<file path="src/rtl/flt2int_unit_pkg.sv">
`default_nettype none
// ============================================================================
// Module   : flt2int_unit_pkg
// Purpose  : Shared constants and the FSM state type for the half-precision
//            float to 16-bit integer converter.
// Ports    : none (package)
// Revision : 1.0 - initial release
// ============================================================================
package flt2int_unit_pkg;

  // Half-precision layout and integer result width.
  localparam int c_EXP_W = 5;
  localparam int c_MAN_W = 10;
  localparam int c_BIAS  = 15;
  localparam int c_INT_W = 16;
  localparam int c_CNT_W = 4;

  // Exponent thresholds.
  // Below BIAS-1 the magnitude is under 0.5 and always rounds to zero.
  localparam logic [c_EXP_W-1:0] c_EXP_ZERO_MAX = 5'(c_BIAS - 2);          // 13
  // At and above BIAS+15 the magnitude cannot fit a signed 16-bit result.
  localparam logic [c_EXP_W-1:0] c_EXP_SAT_MIN  = 5'(c_BIAS + 15);         // 30
  // Exponent at which the 11-bit significand is already an integer.
  localparam logic [c_EXP_W-1:0] c_EXP_PIVOT    = 5'(c_BIAS + c_MAN_W);    // 25

  localparam logic [c_INT_W-1:0] c_INT_MAX = 16'h7FFF;
  localparam logic [c_INT_W-1:0] c_INT_MIN = 16'h8000;

  typedef enum logic [3:0] {
    S_IDLE   = 4'd0,
    S_RD_LO  = 4'd1,
    S_RD_HI  = 4'd2,
    S_DECODE = 4'd3,
    S_SHIFT  = 4'd4,
    S_ROUND  = 4'd5,
    S_WR_LO  = 4'd6,
    S_WR_HI  = 4'd7
  } state_t;

endpackage
`default_nettype wire

</file>
<file path="src/rtl/flt2int_unit_if.sv">
`default_nettype none
// ============================================================================
// Module   : flt2int_unit_if
// Purpose  : Start/done handshake plus the shared byte-wide data memory port.
// Ports    : start      request one conversion
//            done       conversion complete, held until next accepted start
//            mem_addr   data memory byte address
//            mem_rd     read enable
//            mem_wr     write enable
//            mem_wdata  write data
//            mem_rdata  read data, combinational from mem_addr
//            master = controller/memory side, slave = converter side
// Revision : 1.0 - initial release
// ============================================================================
interface flt2int_unit_if #(
  parameter int ADDR_W = 8
);
  logic              start;
  logic              done;
  logic [ADDR_W-1:0] mem_addr;
  logic              mem_rd;
  logic              mem_wr;
  logic [7:0]        mem_wdata;
  logic [7:0]        mem_rdata;

  modport master (
    output start,
    output mem_rdata,
    input  done,
    input  mem_addr,
    input  mem_rd,
    input  mem_wr,
    input  mem_wdata
  );

  modport slave (
    input  start,
    input  mem_rdata,
    output done,
    output mem_addr,
    output mem_rd,
    output mem_wr,
    output mem_wdata
  );
endinterface
`default_nettype wire

</file>
<file path="src/rtl/flt2int_unit_rne_rounder.sv">
`default_nettype none
// ============================================================================
// Module   : flt2int_unit_rne_rounder
// Purpose  : Combinational round-to-nearest-even on a shifted magnitude,
//            followed by two's-complement sign application.
// Ports    : i_mag     unsigned magnitude after shifting
//            i_guard   first bit shifted out
//            i_sticky  OR of all bits shifted out after the guard bit
//            i_sgn     sign of the original float
//            o_res     signed 16-bit result
// Revision : 1.0 - initial release
// ============================================================================
module flt2int_unit_rne_rounder
  import flt2int_unit_pkg::*;
(
  input  wire logic [c_INT_W-1:0] i_mag,
  input  wire logic               i_guard,
  input  wire logic               i_sticky,
  input  wire logic               i_sgn,
  output logic      [c_INT_W-1:0] o_res
);

  logic               w_inc;
  logic [c_INT_W-1:0] w_mag_rnd;

  // Round up when past the halfway point, or exactly halfway with an odd lsb.
  assign w_inc     = i_guard & (i_sticky | i_mag[0]);
  // Magnitude stays <= 2^15-1 for every non-saturating exponent, so no carry-out.
  assign w_mag_rnd = i_mag + {{(c_INT_W-1){1'b0}}, w_inc};
  assign o_res     = i_sgn ? (c_INT_W'(0) - w_mag_rnd) : w_mag_rnd;

endmodule
`default_nettype wire

</file>
<file path="src/rtl/flt2int_unit.sv">
`default_nettype none
// ============================================================================
// Module   : flt2int_unit
// Purpose  : Reads a half-precision float from data memory, converts it to a
//            16-bit two's-complement integer (round-to-nearest-even,
//            saturating, no subnormals) and writes the result back.
// Ports    : clk    clock
//            reset  synchronous, active-high
//            bus    flt2int_unit_if.slave (start/done + data memory port)
// Revision : 1.0 - initial release
// ============================================================================
module flt2int_unit
  import flt2int_unit_pkg::*;
#(
  parameter int                ADDR_W   = 8,
  parameter logic [ADDR_W-1:0] SRC_ADDR = 8'd4,
  parameter logic [ADDR_W-1:0] DST_ADDR = 8'd6
) (
  input  wire logic     clk,
  input  wire logic     reset,
  flt2int_unit_if.slave bus
);

  state_t r_state;
  state_t w_next;

  logic [7:0]         r_lo;
  logic [7:0]         r_hi;
  logic [c_INT_W-1:0] r_mag;
  logic               r_guard;
  logic               r_sticky;
  logic [c_CNT_W-1:0] r_cnt;
  logic               r_left;
  logic               r_sat;
  logic [c_INT_W-1:0] r_res;
  logic               r_done;

  logic               w_sgn;
  logic [c_EXP_W-1:0] w_exp;
  logic [c_MAN_W-1:0] w_man;
  logic               w_is_zero;
  logic               w_is_sat;
  logic               w_is_right;
  logic [c_CNT_W-1:0] w_n;
  logic [c_INT_W-1:0] w_rnd_res;

  logic [ADDR_W-1:0]  w_addr;
  logic               w_rd;
  logic               w_wr;
  logic [7:0]         w_wdata;

  // --------------------------------------------------------------------------
  // Field decode of the latched float (valid from DECODE onwards)
  // --------------------------------------------------------------------------
  assign w_sgn      = r_hi[7];
  assign w_exp      = r_hi[6:2];
  assign w_man      = {r_hi[1:0], r_lo};
  assign w_is_zero  = (w_exp <= c_EXP_ZERO_MAX);   // also covers exp==0
  assign w_is_sat   = (w_exp >= c_EXP_SAT_MIN);    // also covers inf/NaN
  assign w_is_right = (w_exp <  c_EXP_PIVOT);

  always_comb begin
    w_n = '0;
    if (!w_is_zero && !w_is_sat) begin
      if (w_is_right) w_n = c_CNT_W'(c_EXP_PIVOT - w_exp);
      else            w_n = c_CNT_W'(w_exp - c_EXP_PIVOT);
    end
  end

  // --------------------------------------------------------------------------
  // FSM: state register
  // --------------------------------------------------------------------------
  always_ff @(posedge clk) begin
    if (reset) r_state <= S_IDLE;
    else       r_state <= w_next;
  end

  // --------------------------------------------------------------------------
  // FSM: next-state logic
  // --------------------------------------------------------------------------
  always_comb begin
    w_next = r_state;
    case (r_state)
      S_IDLE:   if (bus.start) w_next = S_RD_LO;
      S_RD_LO:  w_next = S_RD_HI;
      S_RD_HI:  w_next = S_DECODE;
      S_DECODE: w_next = (w_n != '0) ? S_SHIFT : S_ROUND;
      S_SHIFT:  if (r_cnt == c_CNT_W'(1)) w_next = S_ROUND;
      S_ROUND:  w_next = S_WR_LO;
      S_WR_LO:  w_next = S_WR_HI;
      S_WR_HI:  w_next = S_IDLE;
      default:  w_next = S_IDLE;
    endcase
  end

  // --------------------------------------------------------------------------
  // FSM: memory port outputs (all zero outside read/write states)
  // --------------------------------------------------------------------------
  always_comb begin
    w_addr  = '0;
    w_rd    = 1'b0;
    w_wr    = 1'b0;
    w_wdata = '0;
    case (r_state)
      S_RD_LO: begin
        w_addr = SRC_ADDR;
        w_rd   = 1'b1;
      end
      S_RD_HI: begin
        w_addr = SRC_ADDR + ADDR_W'(1);
        w_rd   = 1'b1;
      end
      S_WR_LO: begin
        w_addr  = DST_ADDR;
        w_wr    = 1'b1;
        w_wdata = r_res[7:0];
      end
      S_WR_HI: begin
        w_addr  = DST_ADDR + ADDR_W'(1);
        w_wr    = 1'b1;
        w_wdata = r_res[15:8];
      end
      default: ;
    endcase
  end

  assign bus.mem_addr  = w_addr;
  assign bus.mem_rd    = w_rd;
  assign bus.mem_wr    = w_wr;
  assign bus.mem_wdata = w_wdata;
  assign bus.done      = r_done;

  // --------------------------------------------------------------------------
  // Datapath
  // --------------------------------------------------------------------------
  always_ff @(posedge clk) begin
    if (reset) begin
      r_lo     <= '0;
      r_hi     <= '0;
      r_mag    <= '0;
      r_guard  <= 1'b0;
      r_sticky <= 1'b0;
      r_cnt    <= '0;
      r_left   <= 1'b0;
      r_sat    <= 1'b0;
      r_res    <= '0;
      r_done   <= 1'b0;
    end else begin
      case (r_state)
        S_IDLE:  if (bus.start) r_done <= 1'b0;
        S_RD_LO: r_lo <= bus.mem_rdata;
        S_RD_HI: r_hi <= bus.mem_rdata;
        S_DECODE: begin
          // Zero class loads an empty magnitude so ROUND yields 0 (also for -0).
          r_mag    <= w_is_zero ? '0 : {{(c_INT_W-c_MAN_W-1){1'b0}}, 1'b1, w_man};
          r_guard  <= 1'b0;
          r_sticky <= 1'b0;
          r_cnt    <= w_n;
          r_left   <= !w_is_right;
          r_sat    <= w_is_sat;
        end
        S_SHIFT: begin
          r_cnt <= r_cnt - c_CNT_W'(1);
          if (r_left) begin
            r_mag <= r_mag << 1;
          end else begin
            // Previous guard joins sticky; the bit falling out becomes guard.
            r_mag    <= r_mag >> 1;
            r_guard  <= r_mag[0];
            r_sticky <= r_sticky | r_guard;
          end
        end
        S_ROUND: r_res  <= r_sat ? (w_sgn ? c_INT_MIN : c_INT_MAX) : w_rnd_res;
        S_WR_HI: r_done <= 1'b1;
        default: ;
      endcase
    end
  end

  flt2int_unit_rne_rounder u_rounder (
    .i_mag    (r_mag),
    .i_guard  (r_guard),
    .i_sticky (r_sticky),
    .i_sgn    (w_sgn),
    .o_res    (w_rnd_res)
  );

endmodule
`default_nettype wire

</file>
<file path="src/flat_wrapper.sv">
// flat-port wrapper written by rule: the top's interface ports become plain ports
module flt2int_unit_flat import flt2int_unit_pkg::*;
#(
  parameter int                ADDR_W   = 8,
  parameter logic [ADDR_W-1:0] SRC_ADDR = 8'd4,
  parameter logic [ADDR_W-1:0] DST_ADDR = 8'd6
)
  (clk, reset, bus_start, bus_mem_rdata, bus_done, bus_mem_addr, bus_mem_rd, bus_mem_wr, bus_mem_wdata);
  flt2int_unit_if #(.ADDR_W(ADDR_W)) bus_i ();
  input  wire logic clk;
  input  wire logic reset;
  input wire logic [$bits(bus_i.start)-1:0] bus_start;
  input wire logic [$bits(bus_i.mem_rdata)-1:0] bus_mem_rdata;
  output wire logic [$bits(bus_i.done)-1:0] bus_done;
  output wire logic [$bits(bus_i.mem_addr)-1:0] bus_mem_addr;
  output wire logic [$bits(bus_i.mem_rd)-1:0] bus_mem_rd;
  output wire logic [$bits(bus_i.mem_wr)-1:0] bus_mem_wr;
  output wire logic [$bits(bus_i.mem_wdata)-1:0] bus_mem_wdata;
  assign bus_i.start = bus_start;
  assign bus_i.mem_rdata = bus_mem_rdata;
  assign bus_done = bus_i.done;
  assign bus_mem_addr = bus_i.mem_addr;
  assign bus_mem_rd = bus_i.mem_rd;
  assign bus_mem_wr = bus_i.mem_wr;
  assign bus_mem_wdata = bus_i.mem_wdata;
  flt2int_unit #(.ADDR_W(ADDR_W), .SRC_ADDR(SRC_ADDR), .DST_ADDR(DST_ADDR)) u_core (.clk(clk), .reset(reset), .bus(bus_i));
endmodule
</file>
<file path="config.mk">
export PLATFORM = sky130hd
export DESIGN_NAME = flt2int_unit_flat
export DESIGN_NICKNAME = d
export VERILOG_FILES = /design/src/rtl/flt2int_unit_pkg.sv /design/src/rtl/flt2int_unit_if.sv /design/src/rtl/flt2int_unit_rne_rounder.sv /design/src/rtl/flt2int_unit.sv /design/src/flat_wrapper.sv
export SDC_FILE = /design/constraint.sdc
export NUM_CORES = 1
export LEC_CHECK = 0
export CORE_UTILIZATION = 59
export DETAILED_ROUTE_END_ITERATION = 12
export GPL_TIMING_DRIVEN = 1
export PLACE_DENSITY = 0.82
export SYNTH_ARGS = -nofsm -noshare
export SYNTH_HDL_FRONTEND = slang
export SYNTH_HIERARCHICAL = 1
export SYNTH_SLANG_ARGS = --single-unit
export TNS_END_PERCENT = 30
</file>
<file path="constraint.sdc">
create_clock -name clk -period 3.3 [get_ports clk]
set_input_delay 0.99 -clock clk [delete_from_list [all_inputs] [get_ports clk]]
set_output_delay 0.99 -clock clk [all_outputs]
set_load 0.005 [all_outputs]
</file>
**Yosys cells after proc, flatten, opt, wreduce, memory -nomap -nowiden**

Cells that the tools add are included.

- Add/subtract/negate cells: 5
- Multiply operators: 0
- Divide/modulo/power cells: 0
- Order comparisons: 3
- Equal/unequal tests: 11
- Shifts and indexed selects: 0
- Multiplexer cells: 23
- Bitwise operators: 3
- Reductions and logical operators: 13

Operators with widths:

| kind | count |
|---|---|
| $mux 16 | 4 |
| $pmux 16 s2 | 1 |
| $pmux 4 s7 | 1 |
| $add 16x1->16 | 1 |
| $eq 4x3->1 const B | 4 |
| $mux 4 | 4 |
| $pmux 8 s2 | 1 |
| $sub 1x16->16 const A | 1 |
| $pmux 3 s4 | 1 |
| $mux 11 | 1 |
| $eq 4x1->1 const B | 2 |
| $eq 4x2->1 const B | 2 |
| $pmux 4 s2 | 1 |
| $mux 1 | 6 |
| $pmux 1 s2 | 3 |
| $reduce_and 2->1 | 3 |
| $ge 5x5->1 const B | 1 |
| $le 5x4->1 const B | 1 |
| $lt 5x5->1 const B | 1 |
| $logic_not 4->1 | 1 |
| $ne 2x2->1 const B | 2 |
| $reduce_bool 2->1 | 2 |
| $reduce_bool 4->1 | 1 |
| $reduce_or 2->1 | 2 |
| 8 further kinds | 11 |

- Register bits: 61
- Bits in latches: 0
- RAM bits: 0
- Bits in read-only memories: 0
- Input bits: 11
- Output and inout port bits: 19
- Memories kept: 0

**Logic depth before layout (Yosys ltp)**

Gate-level depths: netlist of run 1.

- Word-level depth: 7
- Depth in mapped cells: 13
- Mapped depth without buffers: 13

**By module**

The synthesis of run 1 kept the hierarchy.

By module, submodules not included:

| module | times used | cells each | area each (µm²) |
|---|---|---|---|
| flt2int_unit | 1 | 346 | 2995.4 |
| flt2int_unit_rne_rounder | 1 | 130 | 950.9 |

**Worst setup path after synthesis of run 1**

OpenSTA, ideal clock, no wires.

- Path type: register to register
- From: register u_core.r_mag[0]
- To: register u_core.r_res[15]
- Arrival time: 2.708 ns
- Path slack: 0.506 ns
- Stages on the path, launching flop included: 13
- Buffers on the path: 1
- Clock period less this slack: 2.794 ns
- Cells stage by stage: dfxtp_1 o21a_1 ha_1 ha_1 clkbuf_8 or2b_2 or4_4 a21oi_2 o2111ai_2 o31ai_2 xnor2_1 mux2i_1 a211oi_1

- Longest elaborated chain between the ends: 6

Ends and longest elaborated chain:

| element | RTL line | source |
|---|---|---|
| start, declared | flt2int_unit.sv:29 | `logic [c_INT_W-1:0] r_mag;` |
| start signal, assigned | flt2int_unit.sv:155 | `r_mag <= w_is_zero ? '0 : {{(c_INT_W-c_MAN_W-1){1'b0}}, 1'b1, w_man};` |
| start signal, assigned | flt2int_unit.sv:165 | `r_mag <= r_mag << 1;` |
| start signal, assigned | flt2int_unit.sv:168 | `r_mag <= r_mag >> 1;` |
| $or 1x1->1 | flt2int_unit_rne_rounder.sv:27 | `assign w_inc = i_guard & (i_sticky \| i_mag[0]);` |
| $and 1x1->1 | flt2int_unit_rne_rounder.sv:27 |  |
| $add 16x1->16 (*) | flt2int_unit_rne_rounder.sv:29 | `assign w_mag_rnd = i_mag + {{(c_INT_W-1){1'b0}}, w_inc};` |
| $sub 1x16->16 | flt2int_unit_rne_rounder.sv:30 | `assign o_res = i_sgn ? (c_INT_W'(0) - w_mag_rnd) : w_mag_rnd;` |
| $mux 16 (*) | flt2int_unit_rne_rounder.sv:30 |  |
| via u_core.w_rnd_res[15] | flt2int_unit.sv:45 | `logic [c_INT_W-1:0] w_rnd_res;` |
| $mux 16 (*) | flt2int_unit.sv:173 | `S_ROUND: r_res <= r_sat ? (w_sgn ? c_INT_MIN : c_INT_MAX) : w_rnd_res;` |
| end signal, assigned | flt2int_unit.sv:173 |  |
| end, declared | flt2int_unit.sv:35 | `logic [c_INT_W-1:0] r_res;` |

Mark *: on every way through the listed nets, which the timed path passes. The rest lies on a longest branch.
A chain may end at the register's enable or synchronous reset.

**Worst setup path in the final report of run 1**

- From: register u_core.r_mag[0]
- To: register u_core.r_res[10]

Same word-level chain as after synthesis.

==> metrics.md, run 1 <==
| Metric | Value |
|---|---|
| Status | `complete, no violations` |
| Antenna violations before repair | `0` |
| CP delay by family, top | `compound AO/OA/AOI/OAI gates` |
| Final count of hold timing violations | `0` |
| Top FF cell, synth | `dfxtp_1` |
| Layout cells sized above 1 | `0.113` |
| Setup bufs post-CTS | `0` |
| RSZ-0062 raised after global routing | `no` |
| Later-pin clock latency in the skew report | `0.35 ns` |
| # DRC | `0` |
| CP required | `between 3 and 4 ns` |
| ANT cells | `0` |
| Critical path's largest stage delay | `between 0.3 and 0.4 ns` |
| Clk sink count | `60` |
| Combinational power share | `0.199` |
| Internal | `approximately 1.2 mW` |
| Avg Cell Area, Syn | `8.29 µm²` |
| Adder-Cell Fraction of Synth Area | `0.0349` |
| Via density | `5.98` |
| Layout Skew | `between 0.007 and 0.008 ns` |
| Leak | `1.48 nW` |
| GRT Total Usage | `0.250` |
| Grt ovf | `0` |
| Post-synthesis mux area share | `0.103` |
| Tmin final | `slightly below 3 ns` |
| Port Buf Inserts | `24` |
| Worst Setup End Kind | `flop` |
| FILL cells | `between 500 and 600` |
| Yosys reg bits | `60` |
| Slowest cell on the critical path | `ha_2` |
| Critical Path Start Type | `flop` |
| # setup viols final | `0` |
| First-pass iteration count of the detailed router | `6` |
| Clock buffer depth | `2` |
| CP Data Arrival Time | `approximately 3.2 ns` |
| NetSw | `~560 µW` |
| Total CTS buffers | `9` |
| Synth Area in XOR/XNOR | `0.0710` |
| DP Wirelength | `roughly 5900 µm` |
| Pwr dens | `~420 nW/µm²` |
| Number of buffers and inverters on the critical path | `1` |
| Vias | `roughly 3,400` |
| Core area | `6390 µm²` |
| Crit-path cells | `o21a_1, ha_1, ha_2, inv_1, ha_1, and3_1, a31oi_1, a21oi_1, a211o_1, o221ai_1, xor2_1, a21oi_1, a211oi_1` |
| Nets@finish | `between 500 and 600` |
| Pre-CTS setup slack | `0.336 ns` |
| Seq pwr share | `0.461` |
| Switching share of power | `0.316` |
| Largest net degree at the start of global routing | `47` |
| Rows | `29` |
| Num ports | `30` |
| Max IR drop VDD | `between 0.3 and 0.4 mV` |
| H-tree depth | `3` |
| Clock power share | `0.340` |
| Unique masters post-synth | `66` |
| Routed WL per cell | `~15 µm` |
| Post-route setup TNS | `0 ns` |
| Mapped Cells | `~480` |
| Drt initial violations | `~260` |
| Final hold slack | `just under 0.5 ns` |
| Die H | `~84 µm` |
| Largest family of logic cells by synthesized area | `simple AND/OR/NAND/NOR gates` |
| Gpl congestion | `~0.87` |
| Synth Area in Simple Gates | `0.215` |
| Largest fanout on the critical path | `7` |
| Total Power | `approximately 1.8 mW` |
| Synth async-reset ratio | `0` |
| Fin. max-slew vios | `0` |
| Worst setup margin | `roughly 0.35 ns` |
| Sequential-to-total area share from yosys stat | `0.304` |
| Slew headroom | `0.339` |
| Vias in the first global route | `between 2,000 and 3,000` |
| Routed Antenna Nets | `0` |
| HP Class | `flop to flop` |
| CTS Root Cell | `clkbuf_8` |
| Die span in x | `approximately 84 µm` |
| Setup CP Type | `flop to flop` |
| Synthesis Warnings | `6` |
| Final wirelength | `8500 µm` |
| Synth Area in Compound Gates | `0.194` |
| EDFF count, synth | `0` |
| Starting Density | `0.618` |
| Worst-path clk slew | `approximately 0.070 ns` |
| Period utilisation layout | `0.894` |
| Post-Syn Area | `~4000 µm²` |
| First-pass GRT wire length | `~14,000 µm` |
| Worst-margin pin slew | `slightly below 1 ns` |
| Die ar. | `7020 µm²` |
| CTS tree | `done` |
| Number of max-cap violations | `0` |
| Highest clock rate | `~0.34 GHz` |
| Layout Area Growth over Synthesis | `8.15%` |
## worst min-delay path, stage by stage (launching register included)
cell	delay, ns
dfxtp_1	0.34
nand2_1	0.06
a21oi_1	0.05
## synth_stat cells (all sizes together), types with 2 or more instances
library cell	number	share of area
nor2	75	0.075
dfxtp	60	0.30
a21oi	40	0.052
nand2	31	0.029
mux2i	27	0.068
buf	24	0.042
a211oi	21	0.041
xnor2	20	0.044
inv	17	0.016
clkbuf	15	0.019
o21ai	15	0.019
mux2	12	0.034
xor2	12	0.027
ha	11	0.035
a222oi	10	0.025
nand3	9	0.015
nand2b	8	0.013
nor3	8	0.010
and3	5	0.0086
nand4	4	0.010
nor4	4	0.010
o31ai	4	0.0089
or3	4	0.0063
nand3b	3	0.0067
nor2b	3	0.0048
a21bo	2	0.0051
a31oi	2	0.0032
and2	2	0.0032
and3b	2	0.0044
o211ai	2	0.0038
o21a	2	0.0038
o22a	2	0.0044
o22ai	2	0.0032
## cell type report
| type | count | area (µm²) | area share |
|---|---|---|---|
| tap | 77 | 96.3 | 0.0226 |
| sequential | 60 | 1200 | 0.281 |
| inverter | 17 | 63.8 | 0.0150 |
| timing repair buffer | 29 | 273 | 0.0639 |
| multi-input combinational | 364 | 2460 | 0.575 |
| clock buffer | 10 | 138 | 0.0322 |
| clock inverter | 6 | 40.0 | 0.00938 |
## layer usage
metal  up-vias  GRT usage  part of all wire
met1      1581      0.330              0.48
li1       1697          -                 -
met2        80      0.405              0.47
met5         -          0                 0
met3        11     0.0514             0.035
met4         0     0.0878             0.012
## state kept, by name, summed over array words and instances, names as in the netlist
| signal | count |
|---|---|
| u_core/r_cnt | 4 |
| u_core/r_sticky | 1 |
| u_core/r_guard | 1 |
| u_core/r_mag | 16 |
| u_core/r_sat | 1 |
| u_core/r_left | 1 |
| u_core/bus.done | 1 |
| u_core/r_state | 3 |
| u_core/r_hi | 8 |
| u_core/r_res | 16 |
| u_core/r_lo | 8 |
## logic make-up after synthesis
| group | after synthesis |
|---|---|
| AOI/OAI and AO/OA | 112 |
| muxes | 39 |
| and+or+nand+nor | 165 |
| other | 1 |
| DFF | 60 |
| buffers and inverters | 56 |
| xor gates and xnor gates | 32 |
| adders and majority gates | 11 |
## through the flow
stage / util / instance area, µm² / cells
CTS: 0.668 / 4270 / 563
detailed placement: 0.640 / 4090 / 547
global route: 0.668 / 4270 / 563
finish: 0.668 / 4270 / 563
global placement: 0.640 / 4090 / 547
floorplan: - / 3960 / 480
## power groups by stage
stage	sequential [mW]	clock (mW)	combinational, mW
floorplan	0.806	0	0.292
global placement	0.829	0	0.344
detailed placement	0.832	0	0.352
CTS	0.815	0.613	0.354
global route	0.823	0.647	0.392
finish	0.817	0.603	0.354
## cells in the final DEF, fill, tap and decap left out, drive strengths merged, types with 3 or more instances in the layout
cell            n
nor2           75
dfxtp          60
a21oi          40
nand2          31
mux2i          27
clkdlybuf4s50  23
a211oi         21
xnor2          20
inv            17
o21ai          15
xor2           12
mux2           12
ha             11
clkbuf         10
a222oi         10
nand3           9
nand2b          8
nor3            8
buf             6
conb            5
and3            5
clkinvlp        4
or3             4
nor4            4
nand4           4
o31ai           4
nor2b           3
nand3b          3
## worst paths after layout
| kind | from | endpoint | slack (ns) | cells past startpoint |
|---|---|---|---|---|
| setup / recovery | u_core/r_mag[0] | u_core/r_res[10] | 0.35 | 13 |
| hold / removal | u_core/r_sat | u_core/r_sat | 0.50 | 2 |
| setup reg to reg | u_core/r_mag[0] | u_core/r_res[10] | 0.35 | 13 |
| hold reg to reg | u_core/r_sat | u_core/r_sat | 0.50 | 2 |
## repair_timing
item | CTS | global route
hold endpoints to repair | 0 | 0
setup endpoints to repair | 0 | 1
hold buffers | 0 | 0
resized for setup | 0 | 1
Power figures use the tool's default switching activity.
==> run 2, diff against run 1 <==
CAP_MARGIN = 20   (was not set)
==> results of run 2 <==
No change in the layout: final DEF, timing and power equal those of run 1.
